===== src/rtl/jtbubl_romarb.sv =====
// Shares one 16-bit SDRAM read port between three 8-bit ROM requesters.
// Each requester keeps a one-word cache; misses are fetched one at a time in round-robin order.
module jtbubl_romarb #(
  parameter int RAW = 16,
  parameter int SDW = 22,
  parameter logic [SDW-1:0] OFF0 = 22'h0,
  parameter logic [SDW-1:0] OFF1 = 22'h04000,
  parameter logic [SDW-1:0] OFF2 = 22'h06000
) (
  input  logic           clk,
  input  logic           rst,
  input  logic           inv,
  input  logic           r0_cs,
  input  logic [RAW-1:0] r0_addr,
  output logic [7:0]     r0_data,
  output logic           r0_ok,
  input  logic           r1_cs,
  input  logic [RAW-1:0] r1_addr,
  output logic [7:0]     r1_data,
  output logic           r1_ok,
  input  logic           r2_cs,
  input  logic [RAW-1:0] r2_addr,
  output logic [7:0]     r2_data,
  output logic           r2_ok,
  output logic           sdram_req,
  output logic [SDW-1:0] sdram_addr,
  input  logic           sdram_ack,
  input  logic           data_rdy,
  input  logic [15:0]    data_din
);

  localparam int TW = RAW - 1;

  typedef enum logic [1:0] {
    ST_IDLE      = 2'd0,
    ST_WAIT_ACK  = 2'd1,
    ST_WAIT_DATA = 2'd2
  } state_t;

  state_t              r_state;
  state_t              w_state_nxt;
  logic [2:0][TW-1:0]  r_tag;
  logic [2:0][15:0]    r_word;
  logic [2:0]          r_valid;
  logic                r_stale;
  logic [1:0]          r_nxt;
  logic [1:0]          r_gnt;
  logic [TW-1:0]       r_tag_if;

  logic [2:0]          w_cs;
  logic [2:0][TW-1:0]  w_waddr;
  logic [2:0]          w_bsel;
  logic [2:0]          w_hit;
  logic [2:0]          w_pend;
  logic                w_grant;
  logic                w_fill;
  logic                w_done;
  logic [1:0]          w_gnt_sel;
  logic [TW-1:0]       w_tag_sel;
  logic [SDW-1:0]      w_req_addr;

  function automatic logic [7:0] byte_sel(input logic [15:0] word, input logic sel);
    return sel ? word[15:8] : word[7:0];
  endfunction

  assign w_cs       = {r2_cs, r1_cs, r0_cs};
  assign w_waddr[0] = r0_addr[RAW-1:1];
  assign w_waddr[1] = r1_addr[RAW-1:1];
  assign w_waddr[2] = r2_addr[RAW-1:1];
  assign w_bsel     = {r2_addr[0], r1_addr[0], r0_addr[0]};

  // cache lookup per requester
  always_comb begin
    w_hit  = 3'b000;
    w_pend = 3'b000;
    for (int n = 0; n < 3; n++) begin
      w_hit[n]  = w_cs[n] && r_valid[n] && (r_tag[n] == w_waddr[n]);
      w_pend[n] = w_cs[n] && !w_hit[n];
    end
  end

  // round-robin pick starting at r_nxt, plus the SDRAM address and tag of the winner
  always_comb begin
    w_gnt_sel  = 2'd0;
    w_tag_sel  = w_waddr[0];
    w_req_addr = OFF0 + SDW'(w_waddr[0]);
    case (r_nxt)
      2'd0:    w_gnt_sel = w_pend[0] ? 2'd0 : (w_pend[1] ? 2'd1 : 2'd2);
      2'd1:    w_gnt_sel = w_pend[1] ? 2'd1 : (w_pend[2] ? 2'd2 : 2'd0);
      2'd2:    w_gnt_sel = w_pend[2] ? 2'd2 : (w_pend[0] ? 2'd0 : 2'd1);
      default: w_gnt_sel = 2'd0;
    endcase
    case (w_gnt_sel)
      2'd1: begin
        w_tag_sel  = w_waddr[1];
        w_req_addr = OFF1 + SDW'(w_waddr[1]);
      end
      2'd2: begin
        w_tag_sel  = w_waddr[2];
        w_req_addr = OFF2 + SDW'(w_waddr[2]);
      end
      default: begin
        w_tag_sel  = w_waddr[0];
        w_req_addr = OFF0 + SDW'(w_waddr[0]);
      end
    endcase
  end

  // next-state logic; a stale return completes the handshake without filling
  always_comb begin
    w_state_nxt = r_state;
    w_grant     = 1'b0;
    w_fill      = 1'b0;
    case (r_state)
      ST_IDLE: begin
        if (|w_pend) begin
          w_grant     = 1'b1;
          w_state_nxt = ST_WAIT_ACK;
        end else begin
          w_state_nxt = ST_IDLE;
        end
      end
      ST_WAIT_ACK: begin
        if (sdram_ack && data_rdy) begin
          w_fill      = !r_stale;
          w_state_nxt = ST_IDLE;
        end else if (sdram_ack) begin
          w_state_nxt = ST_WAIT_DATA;
        end else begin
          w_state_nxt = ST_WAIT_ACK;
        end
      end
      ST_WAIT_DATA: begin
        if (data_rdy) begin
          w_fill      = !r_stale;
          w_state_nxt = ST_IDLE;
        end else begin
          w_state_nxt = ST_WAIT_DATA;
        end
      end
      default: w_state_nxt = ST_IDLE;
    endcase
    w_done = (r_state != ST_IDLE) && (w_state_nxt == ST_IDLE);
  end

  // FSM state, grant bookkeeping and the stale flag
  always_ff @(posedge clk) begin
    if (rst) begin
      r_state  <= ST_IDLE;
      r_gnt    <= 2'd0;
      r_nxt    <= 2'd0;
      r_tag_if <= '0;
      r_stale  <= 1'b0;
    end else begin
      r_state <= w_state_nxt;
      if (w_grant) begin
        r_gnt    <= w_gnt_sel;
        r_tag_if <= w_tag_sel;
        r_nxt    <= (w_gnt_sel == 2'd2) ? 2'd0 : w_gnt_sel + 2'd1;
      end
      if (w_done) begin
        r_stale <= 1'b0;
      end else if (inv && (r_state != ST_IDLE)) begin
        r_stale <= 1'b1;
      end
    end
  end

  // SDRAM request; the address holds its last value once acknowledged
  always_ff @(posedge clk) begin
    if (rst) begin
      sdram_req  <= 1'b0;
      sdram_addr <= '0;
    end else if (w_grant) begin
      sdram_req  <= 1'b1;
      sdram_addr <= w_req_addr;
    end else if ((r_state == ST_WAIT_ACK) && sdram_ack) begin
      sdram_req  <= 1'b0;
    end
  end

  // cache fill always uses the tag latched at grant time; inv beats a same-cycle fill
  always_ff @(posedge clk) begin
    if (rst) begin
      r_tag   <= '0;
      r_word  <= '0;
      r_valid <= 3'b000;
    end else begin
      for (int n = 0; n < 3; n++) begin
        if (w_fill && (r_gnt == 2'(n))) begin
          r_tag[n]  <= r_tag_if;
          r_word[n] <= data_din;
        end
        if (inv) begin
          r_valid[n] <= 1'b0;
        end else if (w_fill && (r_gnt == 2'(n))) begin
          r_valid[n] <= 1'b1;
        end
      end
    end
  end

  // registered requester outputs
  always_ff @(posedge clk) begin
    if (rst) begin
      r0_ok   <= 1'b0;
      r1_ok   <= 1'b0;
      r2_ok   <= 1'b0;
      r0_data <= 8'h00;
      r1_data <= 8'h00;
      r2_data <= 8'h00;
    end else begin
      r0_ok   <= w_hit[0];
      r1_ok   <= w_hit[1];
      r2_ok   <= w_hit[2];
      r0_data <= byte_sel(r_word[0], w_bsel[0]);
      r1_data <= byte_sel(r_word[1], w_bsel[1]);
      r2_data <= byte_sel(r_word[2], w_bsel[2]);
    end
  end

endmodule


===== config.mk =====
export PLATFORM = sky130hd
export DESIGN_NAME = jtbubl_romarb
export DESIGN_NICKNAME = d
export VERILOG_FILES = /design/src/rtl/jtbubl_romarb.sv
export SDC_FILE = /design/constraint.sdc
export NUM_CORES = 1
export LEC_CHECK = 0
export CORE_MARGIN = 8
export CORE_UTILIZATION = 35
export DETAILED_ROUTE_END_ITERATION = 6
export GPL_TIMING_DRIVEN = 1
export PLACE_DENSITY = 0.61
export SLEW_MARGIN = 0
export SYNTH_ARGS = -nofsm -noshare
export SYNTH_HDL_FRONTEND = slang
export SYNTH_SLANG_ARGS = --single-unit

===== constraint.sdc =====
create_clock -name clk -period 3.64 [get_ports clk]
set_input_delay 1.092 -clock clk [delete_from_list [all_inputs] [get_ports clk]]
set_output_delay 1.092 -clock clk [all_outputs]
set_load 0.02 [all_outputs]

==> Implementation_results.wiki, run 1 <==
{| class="wikitable"
! Metric !! Value
|-
| Status || complete, no violations
|-
| Biggest area contributors in the synthesized netlist || dfxtp_1 (45%), nand2_1 (12%), a21oi_1 (7.9%)
|-
| Origin of the worst min-delay path || r_word[35]
|-
| Vias post-DR || 5,844
|-
| Count of unresolved DRC violations after routing || 0
|-
| Total power divided by cell area || 474 nW/um2
|-
| Core Footprint || roughly 19,000 um2
|-
| Sort of element at the end of the critical path || flip-flop
|-
| Crit path required time || 4000 ps
|-
| Clock transition at the registers of the reported paths || 60 ps
|-
| Number of instances on the worst hold path || 2
|-
| Maximum root-to-sink buffer count || 2
|-
| Number of distinct standard cells referenced by the synthesized netlist || 41
|-
| Area share of the largest cell type after synthesis || 45.5%
|-
| Post-route non-filler standard cell count || approximately 1,200
|-
| CTS tree || built
|-
| All-layer global routing usage || 16.9%
|-
| Fillers || about 1,800
|-
| Signal arrival time at the worst endpoint || 3920 ps
|-
| Min Hold Slack || 452 ps
|-
| Initial core utilization || 35.3%
|-
| Signed area change from the synthesized netlist to the final layout || 33.2%
|-
| Delay-heaviest family, CP || simple AND/OR/NAND/NOR gates
|-
| Count of buffer and inverter cells on the critical path || 2
|-
| Total number of clock tree sinks || 149
|-
| Vias per cell || 5.02
|-
| Rel. slew slack || 60.3%
|-
| Total number of H-tree levels || 4
|-
| Max-cap violations || 0
|-
| Clock Latency Late Sink || 430 ps
|-
| Half-perimeter wire length after detailed placement || around 14 mm
|-
| Most frequent cells after synthesis || nand2_1 (210), dfxtp_1 (149), a21oi_1 (103)
|-
| Power Total || 4140 uW
|-
| Worst reg2reg startpoint || r_tag[20]
|-
| Number of placement rows || 50
|-
| Final critical-path share of the clock period || 97.8%
|-
| Final weighted congestion in routability-driven placement || ~0.88
|-
| Least-Margin Pin Slew || between 500 and 600 ps
|-
| Count of state elements after synthesis || 149
|-
| Die H || 153 um
|-
| Portion of the post-synthesis area used by sequential elements || 45.5%
|-
| Placed Instances || 1,131
|-
| Cell area after synthesis || 6560 um2
|-
| Max stage delay cell, worst path || or4_1
|-
| Clk root buf || clkbuf_16
|-
| Dominant register cell in the synthesized netlist || dfxtp_1
|-
| Count of warnings emitted by yosys || 0
|-
| Total gr overflow || 0
|-
| IO Port Bufs || 115
|-
| Setup slack on the worst flop-to-flop path || 890 ps
|-
| Cell count after synthesis || 799
|-
| Final hold vios || 0
|-
| Post-detailed-routing wire length || 19.9 mm
|-
| Highest fanout seen on the critical path || 7
|-
| Maximum number of pins on one net before global-route repair || 54
|-
| Worst stage delay on the critical path || between 400 and 500 ps
|-
| Worst Path Class, Setup || input pin to flip-flop
|-
| Worst Setup Start Kind || input pin
|-
| Via count of the first global-routing pass || 5,785
|-
| EDFF count, synth || 0
|-
| Cell accounting for the most synthesized area || dfxtp_1
|-
| Starting DRT DRC Count || 314
|-
| Cell count of the worst reg-to-reg path || 10
|-
| Proportion of register bits with asynchronous set or reset after synthesis || 0%
|-
| Net count, final || 997
|-
| Setup clock skew after layout || 11.4 ps
|-
| Worst ir drop on vdd || 0.317 mV
|-
| Max Slew Vio Count || 0
|-
| Number of antenna violations at the first check in global routing || 0
|-
| Average size of a mapped cell || 8.21 um2
|-
| Die Area || 23,400 um2
|-
| Highest clock frequency the design can meet || 281 MHz
|-
| First-pass GRT wire length || between 30 and 40 mm
|-
| Hold endpoint || r_word[35]
|-
| Routed length per placed instance || 17.1 um
|-
| Destination of the worst register-to-register timing path || sdram_addr[14]
|-
| Series of cell instances along the critical path || clkdlybuf4s50_1 -> xor2_1 -> nor4_1 -> buf_4 -> a41oi_2 -> a211o_1 -> and2_4 -> ha_4 -> nor2b_1 -> or4_1 -> a21oi_2
|-
| Setup repair after global routing missed its margin || no
|-
| Most frequent cell after synthesis || nand2_1
|-
| Layout cell share with drive strength beyond 1 || 13.7%
|-
| Count of final setup violators || 0
|-
| Setup TNS || 0 ps
|-
| Number of top-level pins || 122
|-
| Final ANT Viol Nets || 0
|-
| Static power due to leakage || 0.00330 uW
|-
| Cts bufs inserted || 17
|-
| Number of antenna cells inserted || 0
|-
| Minimum clock period after layout || 3560 ps
|-
| DR pass1 iterations || 5
|-
| Horizontal extent of the die || 153 um
|-
| Type of the most critical hold path || flip-flop to flip-flop
|}
==> layer usage <==
metal  vias up  track usage [%]  share of wire [%]
li1       2890                -                  -
met1      2723             20.6                 44
met2       200             27.8                 47
met3        31             4.68                6.1
met4         0             6.88                2.8
met5         -                0                  0
==> cells by family (layout without fill, tap and decap cells) <==
logic type      Yosys count  count (layout)  share of synthesized area, %
compound gates          182             182                          16.7
xor+xnor                 45              45                          6.01
fa+ha+maj                 9               9                          1.72
buf+inv                  86             211                          6.31
flops                   149             149                          45.5
mux                      24              24                          3.66
other cells               1               6                        0.0572
simple gates            303             303                          20.1
==> layout by cell type (no fill, tap or decap), types with 3 or more instances in the layout <==
| cell | count |
|---|---|
| a21oi_1 | 103 |
| a21oi_2 | 19 |
| a22oi_1 | 15 |
| buf_4 | 51 |
| clkbuf_16 | 17 |
| clkdlybuf4s50_1 | 112 |
| clkinv_4 | 3 |
| conb_1 | 6 |
| dfxtp_1 | 149 |
| ha_1 | 7 |
| inv_1 | 10 |
| inv_6 | 5 |
| mux2i_1 | 24 |
| nand2_1 | 210 |
| nand3_1 | 19 |
| nor2_1 | 34 |
| nor3_1 | 5 |
| nor4_1 | 8 |
| nor4_2 | 10 |
| o21ai_0 | 12 |
| o21ai_1 | 21 |
| or4_1 | 3 |
| xor2_1 | 44 |
==> area by class of cell <==
class	count	area (um2)	area share [%]
sequential	149	2980	34.1
clock buffer	18	439	5.03
timing repair buffer	168	1580	18.1
tap	234	293	3.35
multi-input combinational	569	3240	37.0
clock inverter	14	160	1.83
inverter	11	41.3	0.473
==> stage by stage <==
step,area (um2),setup slack [ps],util [%]
final,8740,81.4,47.0
after global routing,8740,4.75,47.0
after CTS,8680,41.2,46.7
after detailed placement,8090,-406,43.5
after global placement,8090,-327,43.5
after floorplan,6600,74.8,-
==> report_power, final <==
part / internal, uW / total, uW / switching (uW) / leakage [uW]
combinational: 287 / 631 / 344 / 0.00180
sequential: 1680 / 1740 / 61.8 / 0.00121
clock: 992 / 1770 / 774 / 0.000296
total: 2960 / 4140 / 1180 / 0.00330
==> worst register-to-register path: cells and delay by family, from the launching register on <==
kind	cells	cell delay, ps
buffers and inverters	1	180
AND/OR/NAND/NOR	4	1110
adder cells (fa/ha/maj)	1	240
flip-flops	1	330
AO/OA/AOI/OAI	3	680
XOR/XNOR	1	160
==> worst max-delay path by stage <==
stage	start	endpoint	slack (ps)	cells past startpoint
after floorplan	r0_addr[7]	sdram_addr[15]	70	10
final	r1_addr[10]	sdram_addr[14]	80	11
after detailed placement	r1_addr[15]	sdram_addr[14]	-410	10
after global routing	r1_addr[10]	sdram_addr[14]	5	11
after global placement	r1_addr[15]	r_tag_if[13]	-330	12
after CTS	r1_addr[15]	sdram_addr[14]	40	10
==> timing repair <==
item | in CTS | in global routing
gates resized for setup | 0 | 12
hold buffers | 0 | 0
endpoints found under the setup margin | 0 | 18
setup buffers | 0 | 0
hold endpoints to repair | 0 | 0
==> flip-flops by register name (all words and copies together) (netlist names), 3 cells and up <==
signal	cells
r_word	48
r_tag	45
r_tag_if	15
r0_data	8
r1_data	8
r2_data	8
r_valid	3
sdram_addr	3
Note: power is estimated with default switching activity, not from simulation.
==> run 2: changes to the inputs <==
- ABC_AREA: not set -> 1
- RECOVER_POWER: not set -> 100
- SKIP_LAST_GASP: not set -> 1
==> Implementation_results.wiki, run 2 <==
{| class="wikitable"
! Metric !! Value
|-
| Net count, final || 1,202 (+21%)
|-
| Destination of the worst register-to-register timing path || sdram_addr[14]
|-
| Total number of clock tree sinks || 149 (unchanged)
|-
| Core Footprint || 19,300 um2 (+3.7%)
|-
| Highest fanout seen on the critical path || 15 (+8)
|-
| Clk root buf || clkbuf_16
|-
| Crit path required time || 3970 ps (-30 ps)
|-
| Layout cell share with drive strength beyond 1 || 7.58% (-6.1 points)
|-
| Post-CTS setup repair buffer count || 0 (unchanged)
|-
| Type of the most critical hold path || flip-flop to flip-flop
|-
| Most common library cell in the layout ignoring fill and taps || nor2_1
|-
| Average size of a mapped cell || 6.84 um2 (-17%)
|-
| DR pass1 iterations || 4 (-1)
|-
| Stages on worst setup path || 20 (+9)
|-
| Final hold vios || 0 (unchanged)
|-
| Initial core utilization || 35.3% (-0.045 points)
|-
| Sort of element at the end of the critical path || flip-flop
|-
| Cells resized by post-CTS repair || 0 (unchanged)
|-
| Vias per cell || 4.61 (-8.2%)
|-
| Setup repair after global routing missed its margin || no
|-
| Die H || 155 um (+1.6%)
|-
| Vias post-DR || 6,455 (+10%)
|-
| Worst Path Class, Setup || input pin to flip-flop
|-
| Total number of H-tree levels || 4 (unchanged)
|-
| Switching power of the nets || 1320 uW (+12%)
|-
| Final ANT Viol Nets || 0 (unchanged)
|-
| Hold endpoint || sdram_req
|-
| Cell count after synthesis || 994 (+24%)
|-
| Total power divided by cell area || 491 nW/um2 (+3.6%)
|-
| First-pass GRT wire length || 32.5 mm (+3.9%)
|-
| Biggest area contributors in the synthesized netlist || dfxtp_1 (44%), nor2_1 (13%), nand2_1 (9.6%)
|-
| Clock transition at the registers of the reported paths || 60 ps (about the same)
|-
| Proportion of register bits with asynchronous set or reset after synthesis || 0% (unchanged)
|-
| Clock Latency Late Sink || 440 ps (about the same)
|-
| Number of top-level pins || 122 (unchanged)
|-
| Post-detailed-routing wire length || 20.7 mm (+4.1%)
|-
| Highest clock frequency the design can meet || 303 MHz (+8.0%)
|-
| Rel. slew slack || 34.2% (-26 points)
|-
| Cell accounting for the most synthesized area || dfxtp_1
|-
| Max-cap violations || 0 (unchanged)
|-
| Most frequent cells in the layout || nor2_1 (232), nand2_1 (176), dfxtp_1 (149), o21ai_0 (124), inv_1 (103)
|-
| Combinational power share || 17.3% (+2.1 points)
|-
| Maximum root-to-sink buffer count || 2 (unchanged)
|-
| Number of distinct standard cells referenced by the synthesized netlist || 30 (-27%)
|-
| Signed area change from the synthesized netlist to the final layout || 31.7%
|-
| Die Area || 24,100 um2 (+3.2%)
|-
| Total gr overflow || 0 (unchanged)
|-
| Number of antenna cells inserted || 0 (unchanged)
|-
| Setup TNS || 0 ps (unchanged)
|-
| Final weighted congestion in routability-driven placement || 0.867 (-1.4%)
|-
| All-layer global routing usage || 17.3% (+0.34 points)
|-
| # hold bufs at CTS || 0 (unchanged)
|-
| Dominant register cell in the synthesized netlist || dfxtp_1
|-
| Fillers || 2,002 (+8.6%)
|-
| Count of state elements after synthesis || 149 (unchanged)
|-
| Number of antenna violations at the first check in global routing || 2 (+2)
|-
| Post-route non-filler standard cell count || 1,399 (+20%)
|-
| Cell area after synthesis || 6800 um2 (+3.6%)
|-
| Setup clock skew after layout || 12.1 ps (+0.690 ps)
|-
| Worst Setup Start Kind || input pin
|-
| Worst ir drop on vdd || 0.390 mV (+23%)
|-
| Half-perimeter wire length after detailed placement || 15.2 mm (+5.9%)
|-
| Placed Instances || 1,367 (+21%)
|-
| Signal arrival time at the worst endpoint || 3620 ps (-300 ps)
|-
| Post-place instance area || 8390 um2 (+3.8%)
|-
| Least-Margin Pin Slew || 987 ps (+396 ps)
|-
| Flip-flop count of the largest register after layout || 48 (unchanged)
|-
| Number of instances on the worst hold path || 2 (unchanged)
|-
| Starting DRT DRC Count || 441 (+40%)
|-
| Post-layout instance area || 8950 um2 (+2.4%)
|-
| Portion of the post-synthesis area used by sequential elements || 43.9% (-1.6 points)
|-
| Count of buffer and inverter cells on the critical path || 5 (+3)
|-
| Internal Power || 3070 uW (+3.6%)
|-
| Setup slack on the worst flop-to-flop path || 1210 ps (+320 ps)
|-
| CTS tree || built
|-
| Area share of the largest cell type after synthesis || 43.9% (-1.6 points)
|-
| Series of cell instances along the critical path || clkdlybuf4s50_1 -> nand2_1 -> inv_1 -> nor2_1 -> nor2_1 -> nand2_1 -> nor2_1 -> nand2_1 -> nand2_1 -> nand3_1 -> nand2_1 -> inv_1 -> ha_1 -> buf_12 -> nand2_1 -> inv_1 -> a21oi_1 -> nand3_1 -> nand2_1 -> nor2_1
|-
| Cell count of the worst reg-to-reg path || 19 (+9)
|-
| Biggest registers after layout || r_word: 48 flops, r_tag: 45 flops, r_tag_if: 15 flops
|-
| Worst reg2reg startpoint || r_tag[6]
|-
| Horizontal extent of the die || 155 um (+1.6%)
|-
| Max Slew Vio Count || 0 (unchanged)
|-
| Most frequent cell after synthesis || nor2_1
|-
| Count of final setup violators || 0 (unchanged)
|-
| IO Port Bufs || 115 (unchanged)
|-
| Largest register by flop count || r_word
|-
| Sequential group share of total power || 41.0% (-1.1 points)
|-
| Cts bufs inserted || 17 (unchanged)
|-
| Number of placement rows || 51 (+2.0%)
|-
| Count of warnings emitted by yosys || 0 (unchanged)
|-
| Static power due to leakage || 0.00420 uW (+27%)
|-
| Count of unresolved DRC violations after routing || 0 (unchanged)
|-
| Via count of the first global-routing pass || 6,130 (+6.0%)
|-
| Routed length per placed instance || 14.8 um (-13%)
|-
| Status || complete, no violations
|-
| Max stage delay cell, worst path || clkdlybuf4s50_1
|-
| Clk network pwr share || 41.7% (-1.0 points)
|-
| Final critical-path share of the clock period || 90.6% (-7.2 points)
|-
| Origin of the worst min-delay path || sdram_req
|-
| Delay-heaviest family, CP || simple AND/OR/NAND/NOR gates
|-
| Most frequent cells after synthesis || nor2_1 (232), nand2_1 (174), dfxtp_1 (149)
|-
| Minimum clock period after layout || 3300 ps (-262 ps)
|-
| Maximum number of pins on one net before global-route repair || 87 (+61%)
|-
| EDFF count, synth || 0 (unchanged)
|-
| Worst stage delay on the critical path || 580 ps (+100 ps)
|-
| Most frequent CP cell || nand2_1
|-
| Net Sw Frac || 30.2% (+1.7 points)
|}
run 2: cell types whose count changed after synthesis, moves of 14 or more:
cell,before,now
xor2_1,45,0
o21ai_0,13,117
a21oi_1,103,64
inv_1,10,103
a21oi_2,19,0
clkbuf_1,48,34
nor2_1,34,232
o22ai_1,0,17
a22oi_1,15,0
nand2_1,210,174
run 2: kinds of logic after synthesis:
| logic type | synth area share, % |
|---|---|
| simple gates | 25.5 |
| compound gates | 15.8 |
| buf+inv | 11.0 |
| flops | 43.9 |
| mux | 1.91 |
| fa+ha+maj | 1.66 |
| other cells | 0.0552 |
| xor+xnor | 0.129 |
run 2: worst max-delay path by stage:
| stage | from | to |
|---|---|---|
| 3_5_place_dp | r0_addr[12] | sdram_addr[13] |
| 4_1_cts | r0_addr[12] | sdram_addr[14] |
| 6_report | r0_addr[4] | sdram_addr[14] |
| 5_1_grt | r0_addr[12] | sdram_addr[13] |
| 2_1_floorplan | r1_addr[12] | r_tag_if[4] |
| 3_3_place_gp | r0_addr[12] | sdram_addr[14] |
run 2: metal layers:
| layer | vias up | track usage, % | wire length, um |
|---|---|---|---|
| met2 | 169 | 27.7 | 9650 |
| li1 | 3366 | - | - |
| met4 | 4 | 6.15 | 427 |
| met5 | - | 0 | 24 |
| met1 | 2880 | 21.5 | 8990 |
| met3 | 36 | 5.30 | 1600 |
run 2: tightest hold or removal path, stage by stage, from the launching register on:
cell,delay [ps]
dfxtp_1,310
nand2_1,60
a21oi_1,50
run 2: stage by stage:
stage	total power [uW]	setup WS, ps	hold slack, ps	utilization (%)
final	4390	344	465	46.4
after global routing	4580	55.5	488	46.4
after CTS	4460	361	468	46.7
after detailed placement	2630	-74.4	458	43.5
after global placement	2620	-57.5	453	43.5
after floorplan	2280	578	440	-
run 2: final cells by class:
type	instances	area (um2)	share of cell area (%)
clock inverters	14	179	2.00
multi-input cells	677	3060	34.2
well taps	265	332	3.71
clock buffers	18	439	4.91
flip-flops and latches	149	2980	33.3
repair buffers	168	1550	17.4
inverters	108	405	4.53
run 2: power by group through the flow:
stage / clock [uW] / sequential, uW / combinational, uW
after global routing: 1930 / 1810 / 843
final: 1830 / 1800 / 761
after detailed placement: 0 / 1840 / 783
after global placement: 0 / 1840 / 779
after floorplan: 0 / 1830 / 455
after CTS: 1860 / 1810 / 788
